## src/rtl/morse_scroll_display.sv

```systemverilog
// Buffered Morse symbol player: a small FIFO feeds a timed FSM that scrolls
// dots, dashes and gaps across a row of active-low seven-segment digits.
module morse_scroll_display #(
  parameter int DIGITS      = 4,
  parameter int DEPTH       = 16,
  parameter int UNIT_CYCLES = 12500000
) (
  input  logic                         i_Clock,
  input  logic                         i_Resetn,
  input  logic                         i_Clear,
  input  logic [1:0]                   i_SymIn,
  input  logic                         i_SymValid,
  output logic                         o_SymReady,
  output logic                         o_Busy,
  output logic [$clog2(DEPTH+1)-1:0]   o_Count,
  output logic [7*DIGITS-1:0]          o_HEX
);

  localparam int CW = $clog2(DEPTH + 1);
  localparam int PW = $clog2(DEPTH);
  localparam int TW = $clog2(7 * UNIT_CYCLES);

  localparam logic [1:0] SYM_LGAP = 2'd0;
  localparam logic [1:0] SYM_DOT  = 2'd1;
  localparam logic [1:0] SYM_DASH = 2'd2;
  localparam logic [1:0] SYM_WGAP = 2'd3;

  typedef enum logic [1:0] {
    IDLE  = 2'd0,
    HOLD  = 2'd1,
    SPACE = 2'd2
  } state_t;

  logic [1:0]          r_mem [DEPTH];
  logic [PW-1:0]       r_wrPtr;
  logic [PW-1:0]       r_rdPtr;
  logic [CW-1:0]       r_count;
  state_t              r_state;
  logic [TW-1:0]       r_timer;
  logic [2*DIGITS-1:0] r_codes;
  logic                r_mark;

  logic                w_write;
  logic                w_pop;
  logic                w_flush;
  logic [1:0]          w_head;
  logic [2*DIGITS-1:0] w_shifted;

  assign w_flush    = !i_Resetn || i_Clear;
  assign o_SymReady = (r_count != CW'(DEPTH));
  assign o_Count    = r_count;
  assign o_Busy     = (r_state != IDLE);
  assign w_write    = i_SymValid && o_SymReady && !i_Clear;
  assign w_pop      = (r_state == IDLE) && (r_count != '0);
  assign w_head     = r_mem[r_rdPtr];

  // Newest symbol enters digit 0; the oldest code falls off the far end.
  generate
    if (DIGITS == 1) begin : g_shiftOne
      assign w_shifted = w_head;
    end else begin : g_shiftMany
      assign w_shifted = {r_codes[2*DIGITS-3:0], w_head};
    end
  endgenerate

  function automatic logic [TW-1:0] holdLoad(input logic [1:0] sym);
    case (sym)
      SYM_DOT:  return TW'(UNIT_CYCLES - 1);
      SYM_WGAP: return TW'(7 * UNIT_CYCLES - 1);
      default:  return TW'(3 * UNIT_CYCLES - 1);
    endcase
  endfunction

  always_ff @(posedge i_Clock) begin
    if (w_flush) begin
      r_wrPtr <= '0;
      r_rdPtr <= '0;
      r_count <= '0;
    end else begin
      if (w_write) begin
        r_mem[r_wrPtr] <= i_SymIn;
        r_wrPtr        <= r_wrPtr + 1'b1;
      end
      if (w_pop) begin
        r_rdPtr <= r_rdPtr + 1'b1;
      end
      case ({w_write, w_pop})
        2'b10:   r_count <= r_count + 1'b1;
        2'b01:   r_count <= r_count - 1'b1;
        default: r_count <= r_count;
      endcase
    end
  end

  // Timer is loaded with duration-1 so each phase lasts exactly its length.
  always_ff @(posedge i_Clock) begin
    if (w_flush) begin
      r_state <= IDLE;
      r_timer <= '0;
      r_codes <= '0;
      r_mark  <= 1'b0;
    end else begin
      case (r_state)
        IDLE: begin
          if (w_pop) begin
            r_codes <= w_shifted;
            r_timer <= holdLoad(w_head);
            r_mark  <= (w_head == SYM_DOT) || (w_head == SYM_DASH);
            r_state <= HOLD;
          end
        end
        HOLD: begin
          if (r_timer == '0) begin
            if (r_mark) begin
              r_timer <= TW'(UNIT_CYCLES - 1);
              r_state <= SPACE;
            end else begin
              r_state <= IDLE;
            end
          end else begin
            r_timer <= r_timer - 1'b1;
          end
        end
        SPACE: begin
          if (r_timer == '0) begin
            r_state <= IDLE;
          end else begin
            r_timer <= r_timer - 1'b1;
          end
        end
        default: r_state <= IDLE;
      endcase
    end
  end

  // Digit 0 goes dark during the inter-element space, even with one digit.
  always_comb begin
    o_HEX = '1;
    for (int k = 0; k < DIGITS; k++) begin
      if (!(k == 0 && r_state == SPACE)) begin
        case (r_codes[2*k +: 2])
          SYM_DOT:  o_HEX[7*k +: 7] = 7'b1111110;
          SYM_DASH: o_HEX[7*k +: 7] = 7'b0111110;
          default:  o_HEX[7*k +: 7] = 7'b1111111;
        endcase
      end
    end
  end

endmodule

```

## config.mk

```make
export PLATFORM = sky130hd
export DESIGN_NAME = morse_scroll_display
export DESIGN_NICKNAME = d
export VERILOG_FILES = /design/src/rtl/morse_scroll_display.sv
export SDC_FILE = /design/constraint.sdc
export NUM_CORES = 1
export LEC_CHECK = 0
export CORE_MARGIN = 2
export CORE_UTILIZATION = 30
export DETAILED_ROUTE_END_ITERATION = 12
export PLACE_DENSITY = 0.45
export SLEW_MARGIN = 20
export SYNTH_ARGS = -nofsm -noshare
export SYNTH_HDL_FRONTEND = slang
export SYNTH_SLANG_ARGS = --single-unit
export TNS_END_PERCENT = 10
```

## constraint.sdc

```tcl
create_clock -name i_Clock -period 3.46 [get_ports i_Clock]
set_clock_uncertainty 0.1 [all_clocks]
set_input_delay 0.519 -clock i_Clock [delete_from_list [all_inputs] [get_ports i_Clock]]
set_output_delay 0.519 -clock i_Clock [all_outputs]
set_load 0.1 [all_outputs]
```

## Word-level counts from Yosys, hierarchy flattened

Memory sizes are Yosys's and may differ from the RTL's. A register that Yosys moved wholly into a read port is not among the register bits.
Index checks and enable logic that the tools add are counted.

- Input port bits: 6
- Memory bits (writable): 32
- Register bits after elaboration: 51
- Word-level logic and storage cells: 72
- Memories kept: 1

- Reductions and logical operators: 16
- Multiplexer cells: 22
- $add $sub $neg: 5
- Eq/ne operators: 21

Memory list:

| memory | depth | bits a word | rd ports | clocked after memory_dff | write ports | RTL line | RTL |
|---|---|---|---|---|---|---|---|
| r_mem | 16 | 2 | 1 | 1 | 1 | 34 | `logic [1:0] r_mem [DEPTH];` |

Operator list:

| operator | count |
|---|---|
| two-way mux 27 bit | 4 |
| case mux 27 bit (3 select lines) | 1 |
| case mux 7 bit (2 select lines) | 4 |
| case mux 27 bit (2 select lines) | 1 |
| zero test 27 bit | 1 |
| subtractor 27 x 1 -> 27 bit, second input constant | 1 |
| == test 2 bit, second input constant | 8 |
| == test 2 x 1 -> 1 bit, second input constant | 7 |
| case mux 5 bit (2 select lines) | 1 |
| adder 4 x 1 -> 4 bit, second input constant | 2 |
| two-way mux 2 bit | 4 |
| two-way mux 4 bit | 2 |
| != test 2 bit, second input constant | 4 |
| two-way mux 7 bit | 1 |
| case mux 2 bit (3 select lines) | 1 |
| adder 5 x 1 -> 5 bit, second input constant | 1 |
| != test 5 bit, second input constant | 1 |
| nonzero test 5 bit | 1 |
| subtractor 5 x 1 -> 5 bit, second input constant | 1 |
| AND reduction 4 bit | 1 |
| nonzero test 2 bit | 2 |
| logical AND 1 bit | 3 |
| two-way mux 1 bit | 3 |
| != test 3 bit, second input constant | 1 |
| other kinds (6) | 8 |

## Depth between registers and ports, before layout

- Depth in word-level cells: 6
- Mapped depth: 14

## Worst setup path after synthesis

OpenSTA, ideal clock, no wires.

- Kind: flip-flop to flip-flop
- From: register r_count[0] (netlist: o_Count[0])
- To: register r_count[4] (netlist: o_Count[4])
- Arrival time: 3.305 ns
- Path buffers: 1
- Slack: -0.072 ns
- Cell stages (with the launch flop): 14
- Cell sequence: dfxtp_1 > or4_1 > o21ai_0 > inv_1 > clkbuf_1 > ha_1 > inv_1 > fa_1 > nor2b_1 > o21ai_0 > and3_1 > nor3_1 > xnor2_1 > nor2_1

RTL lines:

| element | RTL line | RTL |
|---|---|---|
| start: declaration | 37 | `logic [CW-1:0] r_count;` |
| start signal: assignment | 88 | `2'b10: r_count <= r_count + 1'b1;` |
| start signal: assignment | 89 | `2'b01: r_count <= r_count - 1'b1;` |
| start signal: assignment | 90 | `default: r_count <= r_count;` |
| nonzero test 5 bit * | 54 | `assign w_pop = (r_state == IDLE) && (r_count != '0);` |
| logical AND 1 bit * | 54 |  |
| named net w_pop | 44 | `logic w_pop;` |
| == test 2 x 1 -> 1 bit or == test 2 bit (tied branches) | 87 | `case ({w_write, w_pop})` |
| case mux 5 bit (2 select lines) or nonzero test 2 bit (tied branches) | n/a |  |

Mark *: on every way through the listed nets, which the timed path passes. The rest lies on a longest branch.
A chain may end at the register's enable or synchronous reset.

## Worst setup path in the final report

- From: register r_count[3] (netlist: o_Count[3])
- To: register r_count[4] (netlist: o_Count[4])

- Word-level cells in the longest chain between the ends: 5

RTL lines:

| element | RTL line | RTL |
|---|---|---|
| != test 5 bit | 50 | `assign o_SymReady = (r_count != CW'(DEPTH));` |
| logical AND 1 bit (2 in a row) | 53 | `assign w_write = i_SymValid && o_SymReady && !i_Clear;` |
| == test 2 x 1 -> 1 bit or == test 2 bit (tied branches) | 87 |  |
| case mux 5 bit (2 select lines) or nonzero test 2 bit (tied branches) | n/a |  |

Parallel ways exist; a longest one is shown, timed or not.

==> impl_metrics.toml <==
[timing]
fin_crit_sh_pct = 88.0
fmax_mhz = 328
rsz0062_at_grt = "no"
tns_ns = 0
period_needed_ns = 3.05
hold_viol = 0
slew_viol_final = 0
relSlewSlack_pct = 34.4
setup_viol = 0
worstMarginPinSlew_ns = 0.981

[synth]
synthArstFlopShare_pct = 0
post_synth_num_cell_types = 61
synth_edf_count = 32
synth_top_area_cell = "dfxtp_1"
synth_seq_cells = 87
synth_top_area_share_pct = 23.5
syn_area_um2 = 4680
synth-main-ff-cell = "dfxtp_1"
seq_area_frac_synth_pct = 44.1
avgSynthCellArea_um2 = 9.65
synth.area.top_cells = "dfxtp_1 (24%), edfxtp_1 (21%), ha_1 (6.1%)"
netlist_instances = 485
yosys_warnings = 0

[floorplanning]
io_pins = 41
fp.dieW_um = 129
dieArea_um2 = 16600
placeableCoreArea_um2 = 15200
initial_core_util_pct = 30.8
fp.dieH_um = 129
rows = 45

[global_routing]
grt_use_total_pct = 14.3
grt_pass1_vias = 3458
grt_overflow = 0
antenna_found_initial = 0
grt_max_degree = 33
grt_pass1_wl_mm = 18.3

[routing]
drc = 0
drtIter0Drc = 263
firstDrtPassIters = 5
antenna_left = 0
wl_mm = 11.3
wl_per_cell_um = 16.2
vias_per_cell = 5.06
vias = 3506

[layout]
fin_area_um2 = 5250
antennaDiodeCount = 0
layout-drive-gt1-share_pct = 13.5
area_growth_pct = 12.2
stdcell_count = 693
nets = 530

[outcome]
outcome = "finished clean"

[job]
maxCapViolCount = 0

[setup_path]
worst-path-max-fanout = 5
cp_slowest_cell = "or4_1"
cp.arrival_ns = 3.18
path_buf_inv = 2
reg2reg_from = "o_Count[3]$_SDFFE_PP0P_"
path_class = "reg2reg"
worstPathCellList = "or4_1 -> o21ai_0 -> nor2_1 -> inv_1 -> ha_1 -> inv_1 -> fa_1 -> nor2b_1 -> o21ai_0 -> and3_1 -> nor3_1 -> xnor2_1 -> nor2_1"
worst_setup_path_start_kind = "register"
cpPeakStageDelay_ns = 0.58
reg2reg_to = "o_Count[4]$_SDFFE_PP0P_"
crit_path_end_kind = "register"
r2r_cells = 13
r2r_slack_ns = 0.41
cp.required_ns = 3.59
critical_path.top_delay_family = "simple AND/OR/NAND/NOR gates"

[clocking]
cts_tree = "built"
clkTransAtPathRegs_ns = 0.07
hold_buffers = 0
post_cts_resized = 0
cts_max_level = 3
post_cts_buffers = 0
root_buffer = "clkbuf_16"
cts.sinks = 87
clock_path_buffers = 2
worstSkewPairLatency_ns = 0.35
cts_buffers = 9

[min_path]
hp-start = "r_codes[6]$_SDFFE_PP0P_"
hold_end = "r_codes[6]$_SDFFE_PP0P_"
min_path_cells = 2
hp-class = "reg2reg"

[placed_design]
placed_cells = 677
place_congestion = 0.814
dp_hpwl_mm = 7.70
port_buffers = 20
place_area_um2 = 4960

[power_and_ir_drop]
ir_drop_uv = 208
powerDensity_nw_per_um2 = 614
p_leak_nw = 1.91
per-stage QoR:
stage | setup WS (ns) | power, mW | util [%] | hold WS, ns
finish | 0.414 | 3.22 | 34.5 | 0.362
global route | 0.0548 | 3.40 | 34.5 | 0.390
CTS | 0.386 | 3.25 | 34.5 | 0.363
detailed placement | 0.396 | 2.28 | 32.6 | 0.353
global placement | 0.471 | 2.27 | 32.6 | 0.349
floorplan | 0.194 | 2.07 | - | 0.336
cells in the mapped netlist (8+ instances only):
cell type	number
buf_4	23
a31oi_1	10
ha_1	23
o21ai_0	17
inv_1	31
nor2_1	53
mux4_2	10
or3_1	8
edfxtp_1	32
clkbuf_1	13
dfxtp_1	55
nor3_1	19
a21oi_1	43
nand2_1	44
cell families (layout without fill, tap and decap cells):
family	after synthesis	after routing	synth area share (%)
AOI/OAI and AO/OA	113	113	15.8
xor gates and xnor gates	9	9	1.68
adders and majority gates	24	24	6.58
buffers and inverters	74	75	8.18
DFF	87	87	44.1
muxes	15	15	5.91
other	1	20	0.0801
and+or+nand+nor	162	162	17.7
tightest hold or removal path, delay by kind of cell, from the launching register on:
| family | cells | cell delay [ns] |
|---|---|---|
| and+or+nand+nor | 1 | 0.05 |
| AOI/OAI and AO/OA | 1 | 0.05 |
| DFF | 1 | 0.31 |
cell usage in the layout (no fill, tap or decap), drive strengths merged, types with 3 or more instances in the layout:
| cell type | netlist | layout |
|---|---|---|
| nor2 | 53 | 53 |
| nor4b | 3 | 3 |
| nor3 | 19 | 19 |
| edfxtp | 32 | 32 |
| mux4 | 10 | 10 |
| a21oi | 43 | 43 |
| o21ai | 19 | 19 |
| clkdlybuf4s50 | 0 | 10 |
| o32ai | 6 | 6 |
| conb | 1 | 20 |
| nand4 | 4 | 4 |
| or3 | 8 | 8 |
| o31ai | 4 | 4 |
| nand3 | 3 | 3 |
| a31oi | 10 | 10 |
| dfxtp | 55 | 55 |
| nor2b | 4 | 4 |
| clkbuf | 13 | 9 |
| nand2b | 5 | 5 |
| ha | 23 | 23 |
| xor2 | 7 | 7 |
| o21a | 6 | 6 |
| inv | 31 | 35 |
| or4 | 6 | 6 |
| mux2i | 4 | 4 |
| o22ai | 5 | 5 |
| o221a | 6 | 6 |
| nand2 | 45 | 45 |
| buf | 30 | 18 |
routing by layer:
layer | global-route usage [%] | wire (um) | vias up
met4 | 5.82 | 154 | 0
met5 | 0 | 0 | -
met1 | 20.2 | 5690 | 1668
li1 | - | - | 1744
met3 | 2.83 | 452 | 10
met2 | 21.6 | 4970 | 84
state kept, by name, summed over array words and instances, names as in the netlist, named ones only:
name,count
r_mem,32
r_rdPtr,4
o_Count,5
r_codes,8
r_timer,27
r_mark,1
r_state,2
r_wrPtr,4
final cells by class:
class / instances / area, um^2
fill: 1584 / 9950
multi-input combinational: 343 / 2310
sequential: 87 / 2070
timing repair buffer: 28 / 235
tap: 188 / 235
clock buffer: 9 / 225
inverter: 31 / 116
clock inverter: 7 / 63.8
power by group:
part / internal (mW) / switching (mW) / total, mW
registers: 1.10 / 0.0541 / 1.15
clock network: 0.505 / 0.454 / 0.959
logic: 0.353 / 0.757 / 1.11
total: 1.96 / 1.27 / 3.22
worst max path at each step:
stage | endpoint | from | cells past startpoint
finish | o_Count[4]$_SDFFE_PP0P_ | o_Count[3]$_SDFFE_PP0P_ | 13
global route | o_Count[4]$_SDFFE_PP0P_ | o_Count[3]$_SDFFE_PP0P_ | 13
CTS | o_Count[4]$_SDFFE_PP0P_ | o_Count[3]$_SDFFE_PP0P_ | 13
detailed placement | o_Count[4]$_SDFFE_PP0P_ | o_Count[3]$_SDFFE_PP0P_ | 13
global placement | r_timer[23]$_SDFFE_PP0P_ | register | 7
floorplan | o_Count[4]$_SDFFE_PP0P_ | o_Count[3]$_SDFFE_PP0P_ | 12
Note: power is estimated with default switching activity, not from simulation.
